File: src/rtl/audio_pkg.sv
// Shared types and defaults for the audio capture/playback path.
package audio_pkg;

   // Write-side FSM of the USB-to-flash packer
   typedef enum logic [1:0] {
      ST_IDLE  = 2'd0,
      ST_GUARD = 2'd1,
      ST_WAIT  = 2'd2
   } packer_state_t;

   localparam int unsigned PACKER_DEPTH = 8;
   localparam int unsigned PACKER_GUARD = 2;
   localparam int unsigned FLASH_ADDR_W = 23;

endpackage

File: src/rtl/sync_fifo.sv
// Single-clock FIFO with first-word-fall-through head and registered pointers.
module sync_fifo #(
   parameter int unsigned WIDTH = 16,
   parameter int unsigned DEPTH = 8
) (
   input  logic                     clock,
   input  logic                     reset,
   input  logic                     push,
   input  logic [WIDTH-1:0]         push_data,
   input  logic                     pop,
   output logic [WIDTH-1:0]         head,
   output logic [$clog2(DEPTH):0]   count,
   output logic                     full,
   output logic                     empty
);

   localparam int unsigned AW = $clog2(DEPTH);

   logic [WIDTH-1:0] mem [DEPTH];
   logic [AW-1:0]    wr_ptr_q, wr_ptr_d;
   logic [AW-1:0]    rd_ptr_q, rd_ptr_d;
   logic [AW:0]      count_q, count_d;
   logic             do_push, do_pop;

   // Qualify requests; a push into a full FIFO is legal only alongside a pop
   always_comb begin
      do_pop   = pop & (count_q != '0);
      do_push  = push & ((count_q != (AW+1)'(DEPTH)) | do_pop);
      wr_ptr_d = do_push ? wr_ptr_q + AW'(1) : wr_ptr_q;
      rd_ptr_d = do_pop  ? rd_ptr_q + AW'(1) : rd_ptr_q;
      count_d  = count_q;
      case ({do_push, do_pop})
         2'b10:   count_d = count_q + (AW+1)'(1);
         2'b01:   count_d = count_q - (AW+1)'(1);
         default: count_d = count_q;
      endcase
   end

   // Pointer and occupancy registers
   always_ff @(posedge clock) begin
      if (reset) begin
         wr_ptr_q <= '0;
         rd_ptr_q <= '0;
         count_q  <= '0;
      end else begin
         wr_ptr_q <= wr_ptr_d;
         rd_ptr_q <= rd_ptr_d;
         count_q  <= count_d;
      end
   end

   // Storage array; contents need no reset because the pointers gate validity
   always_ff @(posedge clock) begin
      if (do_push) begin
         mem[wr_ptr_q] <= push_data;
      end
   end

   assign head  = mem[rd_ptr_q];
   assign count = count_q;
   assign full  = (count_q == (AW+1)'(DEPTH));
   assign empty = (count_q == '0);

endmodule

File: src/rtl/usb_flash_packer.sv
// Packs USB bytes into big-endian 16-bit words and paces flash write requests.
module usb_flash_packer
   import audio_pkg::*;
#(
   parameter int unsigned DEPTH = PACKER_DEPTH,
   parameter int unsigned GUARD = PACKER_GUARD
) (
   input  logic                    clock,
   input  logic                    reset,
   input  logic                    enable,
   input  logic [7:0]              in_data,
   input  logic                    in_valid,
   input  logic                    flush,
   output logic                    hold,
   input  logic                    busy,
   output logic [15:0]             wdata,
   output logic                    dowrite,
   output logic [FLASH_ADDR_W-1:0] words_written,
   output logic                    pending,
   output logic                    overflow,
   output logic                    idle
);

   localparam int unsigned CW = $clog2(DEPTH) + 1;
   localparam int unsigned GW = (GUARD > 0) ? $clog2(GUARD + 1) : 1;

   logic                    pending_q, pending_d;
   logic [7:0]              held_q, held_d;
   logic                    overflow_q, overflow_d;

   logic                    fifo_push, fifo_pop, fifo_full, fifo_empty;
   logic [15:0]             fifo_push_data, fifo_head;
   logic [CW-1:0]           fifo_count;

   packer_state_t           state_q;
   logic [GW-1:0]           guard_q;
   logic                    dowrite_q;
   logic [15:0]             wdata_q;
   logic [FLASH_ADDR_W-1:0] words_q;

   sync_fifo #(
      .WIDTH (16),
      .DEPTH (DEPTH)
   ) u_fifo (
      .clock     (clock),
      .reset     (reset),
      .push      (fifo_push),
      .push_data (fifo_push_data),
      .pop       (fifo_pop),
      .head      (fifo_head),
      .count     (fifo_count),
      .full      (fifo_full),
      .empty     (fifo_empty)
   );

   // Pair register and drop logic: byte first, then flush acts on the result
   always_comb begin
      fifo_pop       = (state_q == ST_IDLE) & ~fifo_empty & ~busy;
      pending_d      = pending_q;
      held_d         = held_q;
      overflow_d     = overflow_q;
      fifo_push      = 1'b0;
      fifo_push_data = 16'h0000;
      if (enable & in_valid) begin
         if (pending_q) begin
            if (~fifo_full | fifo_pop) begin
               fifo_push      = 1'b1;
               fifo_push_data = {held_q, in_data};
               pending_d      = 1'b0;
            end else begin
               overflow_d = 1'b1;
            end
         end else begin
            held_d    = in_data;
            pending_d = 1'b1;
         end
      end
      // A completed pair leaves pending_d clear, so at most one push occurs
      if (flush & pending_d) begin
         if (~fifo_full | fifo_pop) begin
            fifo_push      = 1'b1;
            fifo_push_data = {held_d, 8'h00};
         end else begin
            overflow_d = 1'b1;
         end
         pending_d = 1'b0;
      end
   end

   // Pair register and sticky overflow flag
   always_ff @(posedge clock) begin
      if (reset) begin
         pending_q  <= 1'b0;
         held_q     <= 8'h00;
         overflow_q <= 1'b0;
      end else begin
         pending_q  <= pending_d;
         held_q     <= held_d;
         overflow_q <= overflow_d;
      end
   end

   // Write pacing FSM: issue, ignore busy for the guard window, then wait for not-busy
   always_ff @(posedge clock) begin
      if (reset) begin
         state_q   <= ST_IDLE;
         guard_q   <= '0;
         dowrite_q <= 1'b0;
         wdata_q   <= 16'h0000;
         words_q   <= '0;
      end else begin
         dowrite_q <= 1'b0;
         case (state_q)
            ST_IDLE: begin
               if (fifo_pop) begin
                  wdata_q   <= fifo_head;
                  dowrite_q <= 1'b1;
                  words_q   <= words_q + FLASH_ADDR_W'(1);
                  guard_q   <= GW'(GUARD);
                  state_q   <= ST_GUARD;
               end
            end
            ST_GUARD: begin
               if (guard_q <= GW'(1)) begin
                  guard_q <= '0;
                  state_q <= ST_WAIT;
               end else begin
                  guard_q <= guard_q - GW'(1);
               end
            end
            ST_WAIT: begin
               if (~busy) begin
                  state_q <= ST_IDLE;
               end
            end
            default: state_q <= ST_IDLE;
         endcase
      end
   end

   // Back-pressure and status derived from registered state
   always_comb begin
      hold = (fifo_count >= CW'(DEPTH - 2)) |
             ((fifo_count == CW'(DEPTH - 1)) & pending_q);
      idle = fifo_empty & (state_q == ST_IDLE) & ~pending_q & ~busy;
   end

   assign wdata         = wdata_q;
   assign dowrite       = dowrite_q;
   assign words_written = words_q;
   assign pending       = pending_q;
   assign overflow      = overflow_q;

endmodule

File: config.mk
export PLATFORM = sky130hd
export DESIGN_NAME = usb_flash_packer
export DESIGN_NICKNAME = d
export VERILOG_FILES = /design/src/rtl/audio_pkg.sv /design/src/rtl/sync_fifo.sv /design/src/rtl/usb_flash_packer.sv
export SDC_FILE = /design/constraint.sdc
export NUM_CORES = 1
export LEC_CHECK = 0
export CORE_MARGIN = 3
export CORE_UTILIZATION = 55
export CTS_CLUSTER_SIZE = 40
export DETAILED_ROUTE_END_ITERATION = 8
export DONT_BUFFER_PORTS = 1
export HOLD_SLACK_MARGIN = 0.15
export PLACE_DENSITY = 0.7
export SLEW_MARGIN = 20
export SYNTH_ARGS = -nofsm -noshare
export SYNTH_HDL_FRONTEND = slang
export SYNTH_SLANG_ARGS = --single-unit
File: constraint.sdc
create_clock -name clock -period 5.8 [get_ports clock]
set_clock_uncertainty 0.2 [all_clocks]
set_input_delay 0.29 -clock clock [delete_from_list [all_inputs] [get_ports clock]]
set_output_delay 0.29 -clock clock [all_outputs]
set_load 0.1 [all_outputs]
**Word-level counts from Yosys, hierarchy flattened**

Memory sizes are Yosys's and may differ from the RTL's. A register that Yosys moved wholly into a read port is not among the register bits.
Index checks and enable logic that the tools add are counted.

- Input bits: 14
- Flip-flop bits (word level): 48
- Memories kept: 1
- Word-level logic and storage cells: 88
- Memory bits (writable): 128
- Output and inout port bits: 44

- Equal/unequal tests: 10
- Magnitude comparators: 2
- Mux-type cells: 31
- Reduce and logical (&&, ||, !) cells: 10
- Bitwise operators: 18
- $add $sub $neg: 6

Memories:

| memory | words | bits a word | rd ports | clocked after Yosys merged registers in | wr ports | line | text |
|---|---|---|---|---|---|---|---|
| u_fifo.mem | 8 | 16 | 1 | 1 | 1 | sync_fifo.sv:19 | `logic [WIDTH-1:0] mem [DEPTH];` |

Operator list:

| operator | count |
|---|---|
| $mux W16 | 5 |
| $add A23 B1 Y23 const B | 1 |
| $mux W1 | 16 |
| $mux W8 | 2 |
| $and A1 B1 Y1 | 10 |
| $mux W2 | 5 |
| $pmux W4 S2 | 1 |
| $add A3 B1 Y3 const B | 2 |
| $pmux W2 S3 | 1 |
| $not A1 Y1 | 5 |
| $add A4 B1 Y4 const B | 1 |
| $eq A2 B1 Y1 const B | 2 |
| $eq A2 B2 Y1 const B | 2 |
| $eq A4 B3 Y1 const B | 1 |
| $eq A4 B4 Y1 const B | 1 |
| $ge A4 B3 Y1 const B | 1 |
| $logic_not A4 Y1 | 1 |
| $ne A2 B2 Y1 const B | 2 |
| $ne A4 B4 Y1 const B | 1 |
| $pmux W2 S2 | 1 |
| $reduce_and A2 Y1 | 2 |
| $reduce_bool A2 Y1 | 2 |
| $reduce_bool A4 Y1 | 1 |
| $reduce_or A2 Y1 | 2 |
| 7 further kinds | 9 |

**Longest topological paths before layout**

- Depth in word-level cells: 13
- Gate-level depth with buffers: 12
- Mapped depth without buffers: 10

**Cells and area by module**

From an unflattened synthesis, not the netlist that was laid out.

- Cell total of the unflattened synthesis: 552
- Area, all modules: 8016.4 sq um

By module, submodules not included:

| module | area each (sq um) | sequential area each (sq um) | cells each | times used |
|---|---|---|---|---|
| sync_fifo | 5685.5 | 4103.9 | 268 | 1 |
| usb_flash_packer | 2331.0 | 1081.0 | 284 | 1 |

**Worst setup path after synthesis**

OpenSTA, ideal clock, no wires.

- Path type: register -> register
- Start: reg pending_q (netlist: pending)
- End: mem u_fifo.mem[0][0], enable pin
- Setup time: 0.430 ns
- Arrival: 3.267 ns
- Path buffers: 1
- Required time: 5.170 ns
- Setup slack: 1.902 ns
- Clock period less this slack: 3.898 ns
- Stages on the path, launching flop included: 6
- Cell sequence: dfxtp_1 > clkbuf_1 > a22o_1 > o21a_1 > nand2_1 > nor4_1

- Word-level cells in the longest chain between the ends: 7
- Elaborated cells between the ends (all ways): 10
- Those cells by class: 8 x mux; 2 x bitwise

Ends and longest elaborated chain:

| element | line | text |
|---|---|---|
| start, declared | usb_flash_packer.sv:27 | `logic pending_q, pending_d;` |
| start signal, assigned | usb_flash_packer.sv:97 | `pending_q <= pending_d;` |
| $mux W1 | usb_flash_packer.sv:65 | `if (pending_q) begin` |
| $mux W1 | usb_flash_packer.sv:64 | `if (enable & in_valid) begin` |
| $mux W1 / $and A1 B1 Y1 (equally long branches) | usb_flash_packer.sv:80, usb_flash_packer.sv:79 |  |
| $mux W1 * | usb_flash_packer.sv:79 | `if (flush & pending_d) begin` |
| $and A1 B1 Y1 * | sync_fifo.sv:28 | `do_push = push & ((count_q != (AW+1)'(DEPTH)) \| do_pop);` |
| $mux W1 * | sync_fifo.sv:54 | `if (do_push) begin` |
| $mux W1 (implied by the code) * | sync_fifo.sv:55 | `mem[wr_ptr_q] <= push_data;` |
| end, declared | sync_fifo.sv:19 |  |

Mark *: on every way between the ends. The rest lies on a longest branch, timed or not.

**Worst setup path after layout**

- Start: reg u_fifo.count_q[0] (netlist: u_fifo.count[0])
- End: reg u_fifo.count_q[2] (netlist: u_fifo.count[2])

- Word-level cells in the longest chain between the ends: 13
- Elaborated cells between the ends (all ways): 27
- Those cells by class: 2 x add/sub; 4 x eq/ne; 9 x mux; 9 x bitwise; 3 x reduce/logical

Ends and longest elaborated chain:

| element | line | text |
|---|---|---|
| start, declared | sync_fifo.sv:22 | `logic [AW:0] count_q, count_d;` |
| start signal, assigned | sync_fifo.sv:48 | `count_q <= count_d;` |
| $logic_not A4 Y1 | sync_fifo.sv:62 | `assign empty = (count_q == '0);` |
| $not A1 Y1 | usb_flash_packer.sv:58 | `fifo_pop = (state_q == ST_IDLE) & ~fifo_empty & ~busy;` |
| $and A1 B1 Y1 (2 in a row) | usb_flash_packer.sv:58 |  |
| $or A1 B1 Y1 | usb_flash_packer.sv:66, usb_flash_packer.sv:80 |  |
| $mux W1 | usb_flash_packer.sv:66 | `if (~fifo_full \| fifo_pop) begin` |
| $mux W1 | usb_flash_packer.sv:65 |  |
| $mux W1 | usb_flash_packer.sv:64 |  |
| $mux W1 / $and A1 B1 Y1 (equally long branches) | usb_flash_packer.sv:80, usb_flash_packer.sv:79 |  |
| $mux W1 | usb_flash_packer.sv:79 |  |
| $and A1 B1 Y1 | sync_fifo.sv:28 |  |
| $eq A2 B1 Y1 / $eq A2 B2 Y1 (equally long branches) | sync_fifo.sv:32 | `case ({do_push, do_pop})` |
| $pmux W4 S2 / $reduce_bool A2 Y1 (equally long branches) | n/a |  |

Parallel ways exist; a longest one is shown, timed or not.
A chain may end at the register's enable or synchronous reset.

==> summary.txt <==
Outcome
  • Outcome: completed

Logic synthesis
  • Post-synthesis sequential area ratio: 66.4%
  • Synth top area cells: edfxtp_1 (50%), dfxtp_1 (17%), mux4_2 (9.3%), a21oi_1 (2.2%), mux2i_1 (2.2%)
  • Syn_nets: 562
  • Synth area leader: edfxtp_1
  • Adder-Cell Fraction of Synth Area: 0.973%
  • Mux share of post-synthesis cell area: 11.7%
  • Post-synthesis compound-gate area fraction: 6.96%
  • Ys async rst share: 0%
  • Gate Count Post-Synth: 542
  • Syn. warnings: 0
  • XOR/XNOR Fraction of Synth Area: 1.48%
  • FF+latch count, synth: 192
  • Number of flops mapped to enable cells by yosys: 128
  • Syn Std Cell Area: 7720 um^2
  • Netlist cell types: 46
  • Post-synth top area share: 49.8%
  • Simple-Gate Fraction of Synth Area: 10.3%
  • Dominant combinational cell family by area after synthesis: multiplexers
  • Top_reg_cell synth: edfxtp_1
  • Syn avg cell area: 14.2 um^2

Critical path
  • CP Capture Type: flip-flop
  • Worst Path Buf+Inv: 1
  • CP max FO: 38
  • Cell family with most CP delay: simple AND/OR/NAND/NOR gates
  • Worst R2R End: u_fifo.count[2]$_SDFFE_PP0P_
  • Required time worst endpoint: 5.96 ns
  • Worst setup startpoint: u_fifo.count[0]$_SDFFE_PP0P_
  • Slowest cell on the critical path: or4_1
  • Critical path, cell by cell: or4_1 > nand2_1 > inv_2 > ha_1 > xor2_1 > ha_1 > a21oi_1 > xor2_1 > or3_1 > a21oi_1
  • CP peak stage delay: 0.65 ns
  • Worst Reg-to-Reg Cells: 10
  • R2R Setup Slk: 2.40 ns
  • Crit path depth: 10
  • Worst r2r src: u_fifo.count[0]$_SDFFE_PP0P_
  • CP endpoint: u_fifo.count[2]$_SDFFE_PP0P_
  • Worst EP arrival: 3.55 ns
  • Worst Setup Start Kind: flip-flop
  • Kind of critical path: flip-flop to flip-flop

Cells and area
  • Fill count: 907
  • Area of the multi-input gates: 2490 um^2
  • ANT cells: 0
  • Register area: 5130 um^2
  • Post-route insts no fill: 748
  • Layout cell share with drive strength beyond 1: 15.4%
  • Area growth from synthesis to layout: 13.6%
  • Nets: 579

Global route
  • Total grt overflow: 0
  • Total Routing Usage GR: 21.3%
  • Largest net degree at the start of global routing: 66
  • Initial antenna violation count: 0
  • Vias in the first global route: 4,441
  • Global-route wire length before repair: 25.3 mm

Die
  • Core Area: 13,500 um^2
  • Die Y: 124 um
  • Die Wd: 124 um
  • Die area: 15,500 um^2
  • Row count: 42
  • I/O pin total: 58
  • Initial Utilization: 57.1%

Clock tree
  • Total CTS buffers: 17
  • Clock H-tree levels: 4
  • CTS resizes: 0
  • CTS tree: done
  • Clk buf depth: 2
  • CTS clk-pin slew, worst paths: 0.07 ns
  • CTS root buf: clkbuf_16
  • Clk Latency, worst-skew pair: 0.43 ns
  • Clock sink total: 192

Drt
  • Drc violations: 0
  • Vias: 4,564
  • 1st-pass router iterations: 5
  • Avg WL per Cell: 21.3 um
  • Drt initial violations: 413
  • Final wirelength: 15.9 mm
  • Post-DRT Antenna Nets: 0
  • Vias/cell: 6.10

STA
  • Fin crit period: 3.40 ns
  • Slew Limit Fails: 0
  • RSZ-0062 raised after global routing: no
  • Worst hold slack: 0.184 ns
  • Setup TNS: 0 ns
  • Finish-stage setup viols: 0
  • Rel. slew slack: 22.8%
  • Fmax: 0.294 GHz
  • Final Hold Fails: 0
  • Worst-Margin Slew: 1.16 ns
  • Ratio of final minimum period to clock period: 58.6%

Power and ir drop
  • Switching Share: 36.1%
  • Comb pwr share: 17.8%
  • Flop pwr share: 52.9%
  • NetSw: 0.00139 W
  • P_int: 0.00245 W
  • Power share of the clock group: 29.4%
  • Lkg Pwr: 2.72 nW
  • PD cells: 438 nW/um^2
  • Worst vdd ir: 0.208 mV

Job
  • Max_cap viols: 0

Worst hold path
  • Hold WC Path Type: primary input to flip-flop
  • Beginning of the worst hold path: in_valid

Placed design
  • PortBufs: 0
  • Placed cells: 693
  • HPWL after DPL: 9.54 mm
  • GPL Wtd Cong: 0.865
## cells in the final DEF (no fill, tap or decap), types with 5 or more instances in the layout
cell,instances
a211oi_1,17
a21oi_1,34
a22oi_1,8
and2_1,10
buf_4,8
clkbuf_16,20
dfxtp_1,63
dlygate4sd3_1,22
edfxtp_1,128
ha_1,6
inv_1,6
mux2i_1,17
mux4_2,32
nand2_1,30
nand2b_1,6
nand3_1,10
nor2_1,42
o21ai_0,10
o31ai_1,10
or3_1,9
or4_1,12
xnor2_1,8
xor2_1,5
## sequential cells by signal (all words and copies together) (netlist names)
signal	count
dowrite	1
guard_q	2
held_q	8
overflow	1
pending	1
state_q	2
u_fifo.count	4
u_fifo.mem	128
u_fifo.rd_ptr_q	3
u_fifo.wr_ptr_q	3
wdata	16
words_written	23
## synth_stat cells, types with 3 or more instances
| cell type | n |
|---|---|
| nand2b_1 | 6 |
| edfxtp_1 | 128 |
| and2_1 | 10 |
| mux4_2 | 32 |
| buf_2 | 3 |
| xnor2_1 | 8 |
| a21oi_1 | 34 |
| nand4_1 | 4 |
| o31ai_1 | 10 |
| clkbuf_1 | 24 |
| mux2i_1 | 17 |
| or4_1 | 12 |
| nand3_1 | 10 |
| nor2_1 | 45 |
| a211oi_1 | 17 |
| dfxtp_1 | 64 |
| inv_1 | 6 |
| nor3_1 | 8 |
| buf_1 | 5 |
| nand2_1 | 30 |
| or3_1 | 9 |
| nor4_1 | 5 |
| a22oi_1 | 8 |
| xor2_1 | 5 |
| ha_1 | 6 |
| o21ai_0 | 10 |
## worst reg2reg max path: stages, from the launching register on
cell     delay [ns]
dfxtp_1        0.40
or4_1          0.65
nand2_1        0.25
inv_2          0.34
ha_1           0.40
xor2_1         0.16
ha_1           0.19
a21oi_1        0.16
xor2_1         0.11
or3_1          0.32
a21oi_1        0.15
## final cells by class
type / count / area share, %
clock buffer: 21 / 5.51
clock inverter: 11 / 1.01
inverter: 7 / 0.300
multi-input combinational: 309 / 28.4
sequential: 192 / 58.5
tap: 176 / 2.51
timing repair buffer: 32 / 3.80
## metal layers
| layer | up-vias | share of wire, % | wire length (um) | global-route usage (%) |
|---|---|---|---|---|
| li1 | 2117 | - | - | - |
| met1 | 2302 | 42 | 6710 | 27.3 |
| met2 | 125 | 51 | 8110 | 35.8 |
| met3 | 20 | 5.4 | 863 | 5.32 |
| met4 | 0 | 1.4 | 228 | 6.83 |
| met5 | - | 0 | 0 | 0 |
## metrics by stage
stage	setup WS, ns	util (%)	total power [W]	instance area, um^2
after floorplan	1.90	-	0.00258	7720
after global placement	2.59	58.8	0.00269	7950
after detailed placement	2.49	58.8	0.00271	7950
after CTS	2.44	64.9	0.00386	8760
after global routing	2.20	64.9	0.00399	8760
final	2.40	64.9	0.00384	8760
## power by group through the flow
stage	Sequential, W	Clock (W)	Combinational, W
final	0.00203	0.00113	0.000681
after global routing	0.00204	0.00120	0.000750
after CTS	0.00203	0.00115	0.000684
after detailed placement	0.00206	0	0.000656
after global placement	0.00205	0	0.000637
after floorplan	0.00202	0	0.000556
## how the worst min path moves through the flow
| stage | endpoint | cells past startpoint |
|---|---|---|
| 2_1_floorplan | pending$_SDFF_PP0_ | 1 |
| 3_3_place_gp | words_written[1]$_SDFFE_PP0P_ | 1 |
| 3_5_place_dp | words_written[1]$_SDFFE_PP0P_ | 1 |
| 4_1_cts | overflow$_SDFF_PP0_ | 4 |
| 5_1_grt | u_fifo.wr_ptr_q[1]$_SDFFE_PP0P_ | 4 |
| 6_report | overflow$_SDFF_PP0_ | 4 |
## what timing repair did
action | 4_1_cts | 5_1_grt
hold endpoints to repair | 192 | 0
hold buffers | 23 | 0
setup buffers | 0 | 0
setup endpoints to repair | 0 | 0
## cell families after synthesis
kind of cell,Yosys count
adders and majority gates,6
AOI/OAI and AO/OA,86
muxes,50
xor gates and xnor gates,13
buffers and inverters,41
and+or+nand+nor,154
DFF,192
No activity file was read; power rests on OpenSTA's default activity.
